[src/rtl/ps2_kb_code_if.sv]
// Bundles the scan-byte input, the FIFO read strobe and the key-code FIFO outputs.
// master: the driving side (PS2 receiver plus downstream reader); slave: ps2_kb_code.
// Clock and reset are plain ports on the module, not part of this bundle.
interface ps2_kb_code_if;
    logic [7:0] i_rx_data;
    logic       i_rx_done_tick;
    logic       i_rd;
    logic [7:0] o_key_code;
    logic       o_ext;
    logic       o_empty;
    logic       o_full;
    logic       o_overflow;
    logic       o_shift;

    modport master (
        output i_rx_data, i_rx_done_tick, i_rd,
        input  o_key_code, o_ext, o_empty, o_full, o_overflow, o_shift
    );

    modport slave (
        input  i_rx_data, i_rx_done_tick, i_rd,
        output o_key_code, o_ext, o_empty, o_full, o_overflow, o_shift
    );
endinterface

[src/rtl/ps2_kb_code.sv]
// Parses PS2 scan bytes (F0 break / E0 extended prefixes) into one {ext, code} per key release, queued in a FWFT FIFO.
// Latency: final break byte on cycle N -> head valid and o_empty=0 on cycle N+1; i_rd on N -> next head on N+1.
// Backpressure: none upstream; a release arriving while full (and no same-cycle read) is dropped and sets sticky o_overflow.
// Optional build macro PS2_KB_SHIFT_EN: tracks held left/right shift and keeps shift releases out of the FIFO.

// Generic synchronous first-word-fall-through FIFO with registered flags.
module ps2_kb_fifo #(
    parameter int AW = 2,
    parameter int W  = 9
) (
    input  logic         clk,
    input  logic         rst,
    input  logic         push_vld,
    input  logic [W-1:0] push_dat,
    input  logic         pop_rdy,
    output logic [W-1:0] head_dat,
    output logic         empty,
    output logic         full
);
    logic [W-1:0]  mem [2**AW];
    logic [AW-1:0] wr_ptr;
    logic [AW-1:0] rd_ptr;
    logic [AW-1:0] wr_ptr_nxt;
    logic [AW-1:0] rd_ptr_nxt;
    logic          do_pop;
    logic          do_push;

    // Pop needs data; push while full only succeeds if a pop frees the slot in the same cycle.
    always_comb begin
        wr_ptr_nxt = wr_ptr + AW'(1);
        rd_ptr_nxt = rd_ptr + AW'(1);
        do_pop     = pop_rdy && !empty;
        do_push    = push_vld && (!full || do_pop);
    end

    assign head_dat = mem[rd_ptr];

    // Storage, pointers and flags all advance together on the clock edge.
    always_ff @(posedge clk) begin
        if (rst) begin
            wr_ptr <= '0;
            rd_ptr <= '0;
            empty  <= 1'b1;
            full   <= 1'b0;
            for (int i = 0; i < 2**AW; i++) begin
                mem[i] <= '0;
            end
        end else begin
            if (do_push) begin
                mem[wr_ptr] <= push_dat;
                wr_ptr      <= wr_ptr_nxt;
            end
            if (do_pop) begin
                rd_ptr <= rd_ptr_nxt;
            end
            if (do_push && !do_pop) begin
                empty <= 1'b0;
                full  <= (wr_ptr_nxt == rd_ptr);
            end else if (do_pop && !do_push) begin
                full  <= 1'b0;
                empty <= (rd_ptr_nxt == wr_ptr);
            end
        end
    end
endmodule

module ps2_kb_code #(
    parameter int         FIFO_ADDR_W = 2,
    parameter logic [7:0] BRK_CODE    = 8'hF0,
    parameter logic [7:0] EXT_CODE    = 8'hE0
) (
    input  logic          i_clk,
    input  logic          i_reset,
    ps2_kb_code_if.slave  bus
);
    typedef enum logic [1:0] {S_IDLE, S_EXT, S_BRK} state_t;

    state_t     state;
    logic       ext_q;
    logic       byte_brk;
    logic       byte_ext;
    logic       release_vld;
    logic       push_vld;
    logic [8:0] head_dat;

`ifdef PS2_KB_SHIFT_EN
    logic shift_l;
    logic shift_r;
    logic shift_key;

    // A non-extended 12/59 is a shift key; its release only updates the held bits.
    always_comb begin
        shift_key = !ext_q && (bus.i_rx_data == 8'h12 || bus.i_rx_data == 8'h59);
    end
`endif

    // Classify the incoming byte and decide whether it completes a release.
    always_comb begin
        byte_brk    = (bus.i_rx_data == BRK_CODE);
        byte_ext    = (bus.i_rx_data == EXT_CODE);
        release_vld = bus.i_rx_done_tick && (state == S_BRK) && !byte_brk && !byte_ext;
`ifdef PS2_KB_SHIFT_EN
        push_vld    = release_vld && !shift_key;
`else
        push_vld    = release_vld;
`endif
    end

    // Prefix parser: only bytes with a done tick move the state or the ext flag.
    always_ff @(posedge i_clk) begin
        if (i_reset) begin
            state <= S_IDLE;
            ext_q <= 1'b0;
        end else if (bus.i_rx_done_tick) begin
            case (state)
                S_IDLE: begin
                    if (byte_brk) begin
                        state <= S_BRK;
                        ext_q <= 1'b0;
                    end else if (byte_ext) begin
                        state <= S_EXT;
                    end
                end
                S_EXT: begin
                    if (byte_brk) begin
                        state <= S_BRK;
                        ext_q <= 1'b1;
                    end else if (!byte_ext) begin
                        state <= S_IDLE;
                    end
                end
                S_BRK: begin
                    if (!byte_brk && !byte_ext) begin
                        state <= S_IDLE;
                    end
                end
                default: state <= S_IDLE;
            endcase
        end
    end

`ifdef PS2_KB_SHIFT_EN
    // Held-shift tracking: plain makes set, plain breaks clear.
    always_ff @(posedge i_clk) begin
        if (i_reset) begin
            shift_l <= 1'b0;
            shift_r <= 1'b0;
        end else if (bus.i_rx_done_tick && !byte_brk && !byte_ext) begin
            if (state == S_IDLE) begin
                if (bus.i_rx_data == 8'h12) shift_l <= 1'b1;
                if (bus.i_rx_data == 8'h59) shift_r <= 1'b1;
            end else if (state == S_BRK && !ext_q) begin
                if (bus.i_rx_data == 8'h12) shift_l <= 1'b0;
                if (bus.i_rx_data == 8'h59) shift_r <= 1'b0;
            end
        end
    end

    assign bus.o_shift = shift_l | shift_r;
`else
    assign bus.o_shift = 1'b0;
`endif

    // Sticky overflow: a release was lost because the FIFO was full and not being read.
    always_ff @(posedge i_clk) begin
        if (i_reset) begin
            bus.o_overflow <= 1'b0;
        end else if (push_vld && bus.o_full && !bus.i_rd) begin
            bus.o_overflow <= 1'b1;
        end
    end

    ps2_kb_fifo #(
        .AW (FIFO_ADDR_W),
        .W  (9)
    ) u_fifo (
        .clk      (i_clk),
        .rst      (i_reset),
        .push_vld (push_vld),
        .push_dat ({ext_q, bus.i_rx_data}),
        .pop_rdy  (bus.i_rd),
        .head_dat (head_dat),
        .empty    (bus.o_empty),
        .full     (bus.o_full)
    );

    assign bus.o_ext      = head_dat[8];
    assign bus.o_key_code = head_dat[7:0];
endmodule

[src/flat_wrapper.sv]
// flat-port wrapper written by rule: the top's interface ports become plain ports
module ps2_kb_code_flat 
#(
    parameter int         FIFO_ADDR_W = 2,
    parameter logic [7:0] BRK_CODE    = 8'hF0,
    parameter logic [7:0] EXT_CODE    = 8'hE0
)
  (i_clk, i_reset, bus_i_rx_data, bus_i_rx_done_tick, bus_i_rd, bus_o_key_code, bus_o_ext, bus_o_empty, bus_o_full, bus_o_overflow, bus_o_shift);
  ps2_kb_code_if bus_i ();
  input  logic i_clk;
  input  logic i_reset;
  input wire logic [$bits(bus_i.i_rx_data)-1:0] bus_i_rx_data;
  input wire logic [$bits(bus_i.i_rx_done_tick)-1:0] bus_i_rx_done_tick;
  input wire logic [$bits(bus_i.i_rd)-1:0] bus_i_rd;
  output wire logic [$bits(bus_i.o_key_code)-1:0] bus_o_key_code;
  output wire logic [$bits(bus_i.o_ext)-1:0] bus_o_ext;
  output wire logic [$bits(bus_i.o_empty)-1:0] bus_o_empty;
  output wire logic [$bits(bus_i.o_full)-1:0] bus_o_full;
  output wire logic [$bits(bus_i.o_overflow)-1:0] bus_o_overflow;
  output wire logic [$bits(bus_i.o_shift)-1:0] bus_o_shift;
  assign bus_i.i_rx_data = bus_i_rx_data;
  assign bus_i.i_rx_done_tick = bus_i_rx_done_tick;
  assign bus_i.i_rd = bus_i_rd;
  assign bus_o_key_code = bus_i.o_key_code;
  assign bus_o_ext = bus_i.o_ext;
  assign bus_o_empty = bus_i.o_empty;
  assign bus_o_full = bus_i.o_full;
  assign bus_o_overflow = bus_i.o_overflow;
  assign bus_o_shift = bus_i.o_shift;
  ps2_kb_code #(.FIFO_ADDR_W(FIFO_ADDR_W), .BRK_CODE(BRK_CODE), .EXT_CODE(EXT_CODE)) u_core (.i_clk(i_clk), .i_reset(i_reset), .bus(bus_i));
endmodule
[config.mk]
export PLATFORM = sky130hd
export DESIGN_NAME = ps2_kb_code_flat
export DESIGN_NICKNAME = d
export VERILOG_FILES = /design/src/rtl/ps2_kb_code_if.sv /design/src/rtl/ps2_kb_code.sv /design/src/flat_wrapper.sv
export SDC_FILE = /design/constraint.sdc
export NUM_CORES = 1
export LEC_CHECK = 0
export CAP_MARGIN = 5
export CORE_MARGIN = 2
export CORE_UTILIZATION = 30
export CTS_CLUSTER_SIZE = 20
export DETAILED_ROUTE_END_ITERATION = 6
export SLEW_MARGIN = 20
export SYNTH_ARGS = -nofsm -noshare
export SYNTH_HDL_FRONTEND = slang
export SYNTH_SLANG_ARGS = --single-unit
[constraint.sdc]
create_clock -name i_clk -period 1.9 [get_ports i_clk]
set_input_delay 0.19 -clock i_clk [delete_from_list [all_inputs] [get_ports i_clk]]
set_output_delay 0.19 -clock i_clk [all_outputs]
set_load 0.05 [all_outputs]
==> results of run 1 <==
## placed cells by master, fill, tap and decap left out, types with 2 or more instances in the layout
| cell | synthesis | routed |
|---|---|---|
| sky130_fd_sc_hd__clkbuf_8 | 0 | 5 |
| sky130_fd_sc_hd__a21o_1 | 3 | 3 |
| sky130_fd_sc_hd__nand4b_1 | 3 | 3 |
| sky130_fd_sc_hd__xor2_1 | 2 | 2 |
| sky130_fd_sc_hd__and2_1 | 26 | 26 |
| sky130_fd_sc_hd__clkdlybuf4s50_1 | 0 | 14 |
| sky130_fd_sc_hd__mux4_2 | 9 | 9 |
| sky130_fd_sc_hd__and3_1 | 9 | 9 |
| sky130_fd_sc_hd__buf_12 | 0 | 2 |
| sky130_fd_sc_hd__nand4bb_1 | 2 | 2 |
| sky130_fd_sc_hd__o31ai_1 | 2 | 2 |
| sky130_fd_sc_hd__nand2b_1 | 4 | 4 |
| sky130_fd_sc_hd__a21oi_1 | 4 | 4 |
| sky130_fd_sc_hd__nor2_1 | 8 | 8 |
| sky130_fd_sc_hd__nand2_1 | 3 | 3 |
| sky130_fd_sc_hd__inv_1 | 3 | 3 |
| sky130_fd_sc_hd__clkinvlp_4 | 0 | 2 |
| sky130_fd_sc_hd__mux2i_1 | 2 | 2 |
| sky130_fd_sc_hd__dfxtp_1 | 12 | 11 |
| sky130_fd_sc_hd__buf_4 | 1 | 30 |
| sky130_fd_sc_hd__edfxtp_1 | 36 | 36 |
## final cells by class
type / count / area [um^2] / area share
repair buffers: 46 / 405 / 0.145
multi-input cells: 97 / 833 / 0.299
clock buffers: 5 / 68.8 / 0.0247
inverters: 4 / 15.0 / 0.00539
flip-flops and latches: 48 / 1320 / 0.474
clock inverters: 3 / 18.8 / 0.00673
well taps: 99 / 124 / 0.0444
## per-layer routing
| metal | GRT usage | wire [um] | up-vias |
|---|---|---|---|
| met5 | 0 | 0 | - |
| met4 | 0.0366 | 61 | 0 |
| met3 | 0.0332 | 157 | 5 |
| met2 | 0.211 | 2230 | 23 |
| met1 | 0.145 | 1970 | 663 |
| li1 | - | - | 666 |
## synth_stat cells, types with 2 or more instances
library cell                 n  area, um^2
sky130_fd_sc_hd__buf_2       2        10.0
sky130_fd_sc_hd__nand2_1     3        11.3
sky130_fd_sc_hd__and3_1      9        56.3
sky130_fd_sc_hd__edfxtp_1   36        1080
sky130_fd_sc_hd__mux2i_1     2        20.0
sky130_fd_sc_hd__nand4b_1    3        26.3
sky130_fd_sc_hd__inv_1       3        11.3
sky130_fd_sc_hd__nand2b_1    4        25.0
sky130_fd_sc_hd__nand4bb_1   2        22.5
sky130_fd_sc_hd__clkbuf_1    2        7.51
sky130_fd_sc_hd__xor2_1      2        17.5
sky130_fd_sc_hd__o31ai_1     2        15.0
sky130_fd_sc_hd__mux4_2      9         203
sky130_fd_sc_hd__dfxtp_1    12         240
sky130_fd_sc_hd__or2_1       2        12.5
sky130_fd_sc_hd__a21oi_1     4        20.0
sky130_fd_sc_hd__nor2_1      8        30.0
sky130_fd_sc_hd__a21o_1      3        22.5
sky130_fd_sc_hd__and2_1     26         163
## critical path: cells and delay by family
kind,cells,cell delay (ns)
buffers and inverters,3,0.78
AND/OR/NAND/NOR,3,0.74
AO/OA/AOI/OAI,1,0.21
## worst paths after layout
path | start | end | slack, ns | cells after the start
setup / recovery | bus_i_rx_data[0] | u_core.u_fifo.mem[1][4] | 0.04 | 7
setup reg to reg | u_core.u_fifo.empty | u_core.u_fifo.mem[0][4] | 0.14 | 5
hold / removal | u_core.bus.o_overflow | u_core.bus.o_overflow | 0.45 | 2
hold reg to reg | u_core.bus.o_overflow | u_core.bus.o_overflow | 0.45 | 2
## kinds of logic (layout without fill, tap and decap cells)
kind of cell | count (synthesis) | count (layout) | share of synthesized area
xor+xnor | 3 | 3 | 0.0120
fa+ha+maj | 1 | 1 | 0.00570
buf+inv | 11 | 58 | 0.0251
mux | 12 | 12 | 0.107
other cells | 1 | 1 | 0.00171
compound gates | 14 | 14 | 0.0473
flops | 48 | 48 | 0.602
simple gates | 66 | 66 | 0.200
## state kept, by name, summed over array words and instances (netlist names), named ones only
signal / flops
u_core.u_fifo.mem: 36
u_core.state: 2
u_core.u_fifo.rd_ptr: 2
u_core.u_fifo.wr_ptr: 2
u_core.bus.o_overflow: 1
u_core.ext_q: 1
u_core.u_fifo.empty: 1
u_core.u_fifo.full: 1
## metrics by stage
| stage | cell area [um^2] | setup slack (ns) |
|---|---|---|
| after floorplan | 2200 | 0.0908 |
| after global placement | 2670 | -0.242 |
| after detailed placement | 2670 | -0.282 |
| after CTS | 2760 | 0.0342 |
| after global routing | 2790 | 0.0119 |
| final | 2790 | 0.0400 |
## report_power, final
part	total (mW)	leakage (nW)	switching, mW	internal (mW)
clock network	0.601	0.0378	0.347	0.254
logic	0.141	0.536	0.0790	0.0616
registers	1.15	0.467	0.00695	1.15
## what timing repair did
action | CTS | global route
setup buffers | 0 | 2
resized for setup | 0 | 1
setup endpoints to repair | 0 | 2
hold buffers | 0 | 0
==> metrics.sh, run 1 <==
PLACE_INST=292
MAXSLEWHEADROOM=0.659
WORST-ENDPOINT-ARRIVAL_NS=1.93
DIE_AREA_UM2=8020
GRT_SETUP_UNREPAIRED='no'
CP_CELL_SEQUENCE='clkdlybuf4s50_1 -> or3_4 -> o21ai_4 -> buf_4 -> nor4_2 -> or2_1 -> buf_12'
TRITONCTS='done'
CTS-BUFFERS-INSERTED=5
VIAS_IN_THE_FIRST_GLOBAL_ROUTE=1395
FINALWORSTPATHREQUIREDPERIOD_NS=1.86
WIRE_LENGTH_OF_THE_FIRST_GLOBAL_ROUTING_PASS_UM=7090
POSTSYNTHREGISTERBITS=48
REQUIRED_TIME_OF_THE_WORST_SETUP_PATH_NS=1.97
MIN_PATH_TYPE='flop to flop'
ASYNC_RESET_FF_FRAC=0
FIN_WORST_SKEW_NS=0.00650
DIEWIDTH_UM=89.5
DETAIL_ROUTE.DRC_VIOLATIONS=0
GLOBAL_ROUTE.OVERFLOW_TOTAL=0
WORST_SETUP_HOLD_PATH_CLK_SLEW_NS=0.09
POWER.LEAKAGE_nW=1.04
PLACE.GP.CONGESTION=0.715
CELL_COUNT_AFTER_SYNTHESIS=156
SYN_NETS=169
CRITICAL_PATH.MAX_FANOUT=9
FP-ROW-COUNT=31
CLK-INSERTION-DELAY-LATE_NS=0.30
YS.WARNINGS.COUNT=0
MAPPEDNETLISTAREA_UM2=2190
YOSYSUNIQUECELLTYPES=41
LARGEST_NET_DEGREE_AT_THE_START_OF_GLOBAL_ROUTING=18
CLOCKBUFFERDEPTH=2
TIMING.FMAX_MHz=538
TRITONCTS_SINKS=48
MAX_CAP_VIOLATIONS=0
FINALHOLDVIOLCOUNT=0
CTS_ROOT_BUFFER='sky130_fd_sc_hd__clkbuf_8'
TIMING.FINAL.MAX_SLEW_VIOLATIONS=0
PORTBUFFERS=23
DRIVE_ABOVE_1_SHARE=0.286
FINAL_NET_COUNT=215
SYNTH_FLOP_CELL='sky130_fd_sc_hd__edfxtp_1'
NUM_VIAS=1357
CTS_MAX_LEVEL=2
AREA_INSIDE_THE_CORE_BOUNDARY_UM2=7180
AREA_GROWTH_PCT=27.0
UTILIZATION=0.388
ROUTED_WIRELENGTH_UM=4420
TRACK_USAGE=0.121
CP-END-KIND='flop'
SYNTH-SEQ-AREA-SHARE=0.602
ANTENNA_FOUND_INITIAL=0
WORST_SETUP_PATH_START_KIND='input port'
DR.FIRST_ITER.DRC_COUNT=44
CP_SLOWEST_CELL='sky130_fd_sc_hd__clkdlybuf4s50_1'
RUN_STATUS='finished clean'
TOTALPOWERFINAL_mW=1.90
FINAL_CELLS=302
DELAY_OF_THE_SLOWEST_CELL_ON_THE_WORST_PATH_NS=0.48
TIGHTEST_SLEW_NS=0.511
POST_DRT_VIA_CELL_RATIO=4.49
SYNTH_AREA_PER_CELL_UM2=14.1
INITIAL_UTILIZATION=0.306
BOUNDARYPINS=25
FILL_CELLS=691
CRIT_TYPE='input port to flop'
TIMING.SETUP.TNS_NS=0
POST-ROUTE-PERIOD-UTIL=0.979
POST_SYNTH_EDFFS=36
CHIPHEIGHT_UM=89.5
POWER_PER_CELL_AREA_nW_PER_UM2=680
NUM_ANTENNA_CELLS=0
WIRE_LENGTH_PER_CELL_AFTER_DETAILED_ROUTING_UM=14.6
FINAL-SETUP-VIOL-COUNT=0
HALF_PERIMETER_WIRE_LENGTH_AFTER_PLACEMENT_UM=3060
NUMBER_OF_NETS_WITH_ANTENNA_VIOLATIONS_AFTER_ROUTING=0
FIN_WORST_HOLD_SLACK_NS=0.455
MAXIMUM_VDD_DROP_uV=244
DETAILEDROUTE.FIRSTPASSITERATIONCOUNT=4
(Power assumes the default switching activity.)
==> inputs of run 2 (changes only) <==
--- a/config.mk
+++ b/config.mk
@@ -6,7 +6,7 @@
 export NUM_CORES = 1
 export LEC_CHECK = 0
 export CAP_MARGIN = 5
-export CORE_MARGIN = 2
+export CORE_MARGIN = 8
 export CORE_UTILIZATION = 30
 export CTS_CLUSTER_SIZE = 20
 export DETAILED_ROUTE_END_ITERATION = 6
==> metrics.sh, run 2 (synthesis results as in run 1) <==
AREA_GROWTH_PCT=29.1
CTS_ROOT_BUFFER='sky130_fd_sc_hd__clkbuf_8'
FINALWORSTPATHREQUIREDPERIOD_NS=1.84  # -0.0175 ns
FINAL-SETUP-VIOL-COUNT=0  # unchanged
CTS-BUFFERS-INSERTED=5  # unchanged
FINAL_NET_COUNT=218  # +1.4%
POWER_PER_CELL_AREA_nW_PER_UM2=715  # +5.1%
DPL_WORST_SLACK_NS=-0.247  # +0.0353 ns
WORST_SETUP_PATH_START_KIND='input port'
AREA_INSIDE_THE_CORE_BOUNDARY_UM2=7180  # unchanged
TIMING.FINAL.MAX_SLEW_VIOLATIONS=0  # unchanged
CRIT_PATH_MAX_DELAY_FAMILY='buffers and inverters'
GLOBAL_ROUTE.OVERFLOW_TOTAL=0  # unchanged
HALF_PERIMETER_WIRE_LENGTH_AFTER_PLACEMENT_UM=3130  # +2.4%
DELAY_OF_THE_SLOWEST_CELL_ON_THE_WORST_PATH_NS=0.48  # about the same
GRT_SETUP_UNREPAIRED='no'
CTS_MAX_LEVEL=2  # unchanged
TRITONCTS='done'
POST_DRT_VIA_CELL_RATIO=4.46  # -0.69%
WORST-ENDPOINT-ARRIVAL_NS=1.91  # -0.02 ns
CRITICAL_PATH_BUF_INV_COUNT=3  # unchanged
TIMING.FMAX_MHz=543  # +0.95%
TIMING.SETUP.TNS_NS=0  # unchanged
CRIT_TYPE='input port to flop'
NUM_ANTENNA_CELLS=0  # unchanged
FINAL_CELLS=305  # +0.99%
POWER.LEAKAGE_nW=1.08  # +4.0%
DETAILEDROUTE.FIRSTPASSITERATIONCOUNT=4  # unchanged
POST-ROUTE-CELL-AREA_UM2=2830  # +1.6%
CHIPHEIGHT_UM=102  # +13%
RUN_STATUS='finished clean'
PORTBUFFERS=23  # unchanged
TIMING.FINAL.WS_SETUP_NS=0.0575  # +0.0175 ns
MAX_REG_FLOPS=36  # unchanged
VIAS_IN_THE_FIRST_GLOBAL_ROUTE=1425  # +2.2%
FIN_WORST_SKEW_NS=0.00940  # +0.00291 ns
BOUNDARYPINS=25  # unchanged
TRACK_USAGE=0.0978  # -0.0231
DR.FIRST_ITER.DRC_COUNT=57  # +30%
CRITICAL_PATH.MAX_FANOUT=9  # unchanged
UTILIZATION=0.395  # +0.00628
HOLDBUFCOUNTCTS=0  # unchanged
CLK-INSERTION-DELAY-LATE_NS=0.30  # about the same
TOTALPOWERFINAL_mW=2.02  # +6.8%
DETAIL_ROUTE.DRC_VIOLATIONS=0  # unchanged
FINALHOLDVIOLCOUNT=0  # unchanged
CRITICAL_PATH.STARTPOINT='bus_i_rx_data[1]'
LAYOUT_COMMON_CELLS='36 x sky130_fd_sc_hd__edfxtp_1, 33 x sky130_fd_sc_hd__buf_4, 26 x sky130_fd_sc_hd__and2_1'
DIE_AREA_UM2=10300  # +29%
POST-ROUTE-PERIOD-UTIL=0.970  # -0.00924
DRIVE_ABOVE_1_SHARE=0.296  # +0.0104
PLACE_INST=295  # +1.0%
CLOCKBUFFERDEPTH=2  # unchanged
WORST_SETUP_HOLD_PATH_CLK_SLEW_NS=0.08  # about the same
TRITONCTS_SINKS=48  # unchanged
FP-ROW-COUNT=31  # unchanged
PLACE.GP.CONGESTION=0.750  # +4.9%
CP_SLOWEST_CELL='sky130_fd_sc_hd__clkdlybuf4s50_1'
MAX_CAP_VIOLATIONS=0  # unchanged
WIRE_LENGTH_OF_THE_FIRST_GLOBAL_ROUTING_PASS_UM=7560  # +6.6%
CP-END-KIND='flop'
REQUIRED_TIME_OF_THE_WORST_SETUP_PATH_NS=1.96  # about the same
NUMBER_OF_NETS_WITH_ANTENNA_VIOLATIONS_AFTER_ROUTING=0  # unchanged
CP_CELL_SEQUENCE='clkdlybuf4s50_1 -> or3_4 -> o21ai_4 -> buf_4 -> nor4_2 -> or2_1 -> buf_12'
COMMONEST_NON_FILL_NON_TAP_CELL_IN_THE_LAYOUT='sky130_fd_sc_hd__edfxtp_1'
ANTENNA_FOUND_INITIAL=0  # unchanged
INITIAL_UTILIZATION=0.306  # unchanged
MIN_PATH_TYPE='input port to flop'
DIEWIDTH_UM=102  # +13%
MAXSLEWHEADROOM=0.641  # -0.0177
TOTAL_PLACED_INSTANCE_AREA_UM2=2700  # +0.84%
HOLDCRITSTARTPOINT='bus_i_rx_data[0]'
LARGEST_NET_DEGREE_AT_THE_START_OF_GLOBAL_ROUTING=18  # unchanged
ROUTED_WIRELENGTH_UM=4580  # +3.5%
TIGHTEST_SLEW_NS=0.537  # +0.0265 ns
CRIT-REG2REG-LAUNCH='u_core.u_fifo.empty'
WIRE_LENGTH_PER_CELL_AFTER_DETAILED_ROUTING_UM=15.0  # +2.5%
FF_TO_FF_SETUP_SLACK_NS=0.20  # +0.06 ns
TOP_REGISTER='u_core.u_fifo.mem'
FIN_WORST_HOLD_SLACK_NS=0.297  # -0.158 ns
NUM_VIAS=1361  # +0.29%
MAXIMUM_VDD_DROP_uV=277  # +14%
==> run 2: cell count changes in the layout (fill, tap and decap cells not counted), sizes merged <==
cell | before | now
buf | 32 | 35
bufinv | 0 | 1
clkbuf | 5 | 6
clkdlybuf4s50 | 14 | 13
clkinvlp | 2 | 0
dlymetal6s2s | 0 | 1
==> run 2: routing by layer <==
metal	GRT usage	share of wire
met3	0.0282	0.043
met4	0.0241	0.010
met2	0.161	0.47
met1	0.123	0.47
met5	0	0
==> run 2: final cells by class <==
type	count	area (um^2)
clock buffer	6	72.6
inverter	4	15.0
clock inverter	2	35.0
timing repair buffer	49	430
fill	683	4340
tap	99	124
sequential	48	1320
multi-input combinational	97	833
==> run 2: final timing paths <==
kind         depth (start not counted)                       to
max                                  7  u_core.u_fifo.mem[1][4]
max reg2reg                          5  u_core.u_fifo.mem[2][0]
min                                  2  u_core.u_fifo.mem[3][0]
min reg2reg                          2    u_core.bus.o_overflow
==> run 2: where the power goes <==
group,leakage (nW),internal (mW),switching [mW]
Combinational,0.561,0.0663,0.0801
Sequential,0.467,1.15,0.00651
Clock,0.0552,0.391,0.334
==> run 2: worst reg2reg max path, stage by stage, from the launching register on <==
cell	delay, ns
sky130_fd_sc_hd__dfxtp_2	0.33
sky130_fd_sc_hd__and2b_1	0.21
sky130_fd_sc_hd__inv_2	0.07
sky130_fd_sc_hd__a21o_1	0.25
sky130_fd_sc_hd__nor4b_4	0.28
sky130_fd_sc_hd__or2_4	0.26
==> run 2: what timing repair did <==
action                                  4_1_cts  5_1_grt
setup buffers                                 0        2
resized for setup                             0        2
endpoints found under the setup margin        0        1
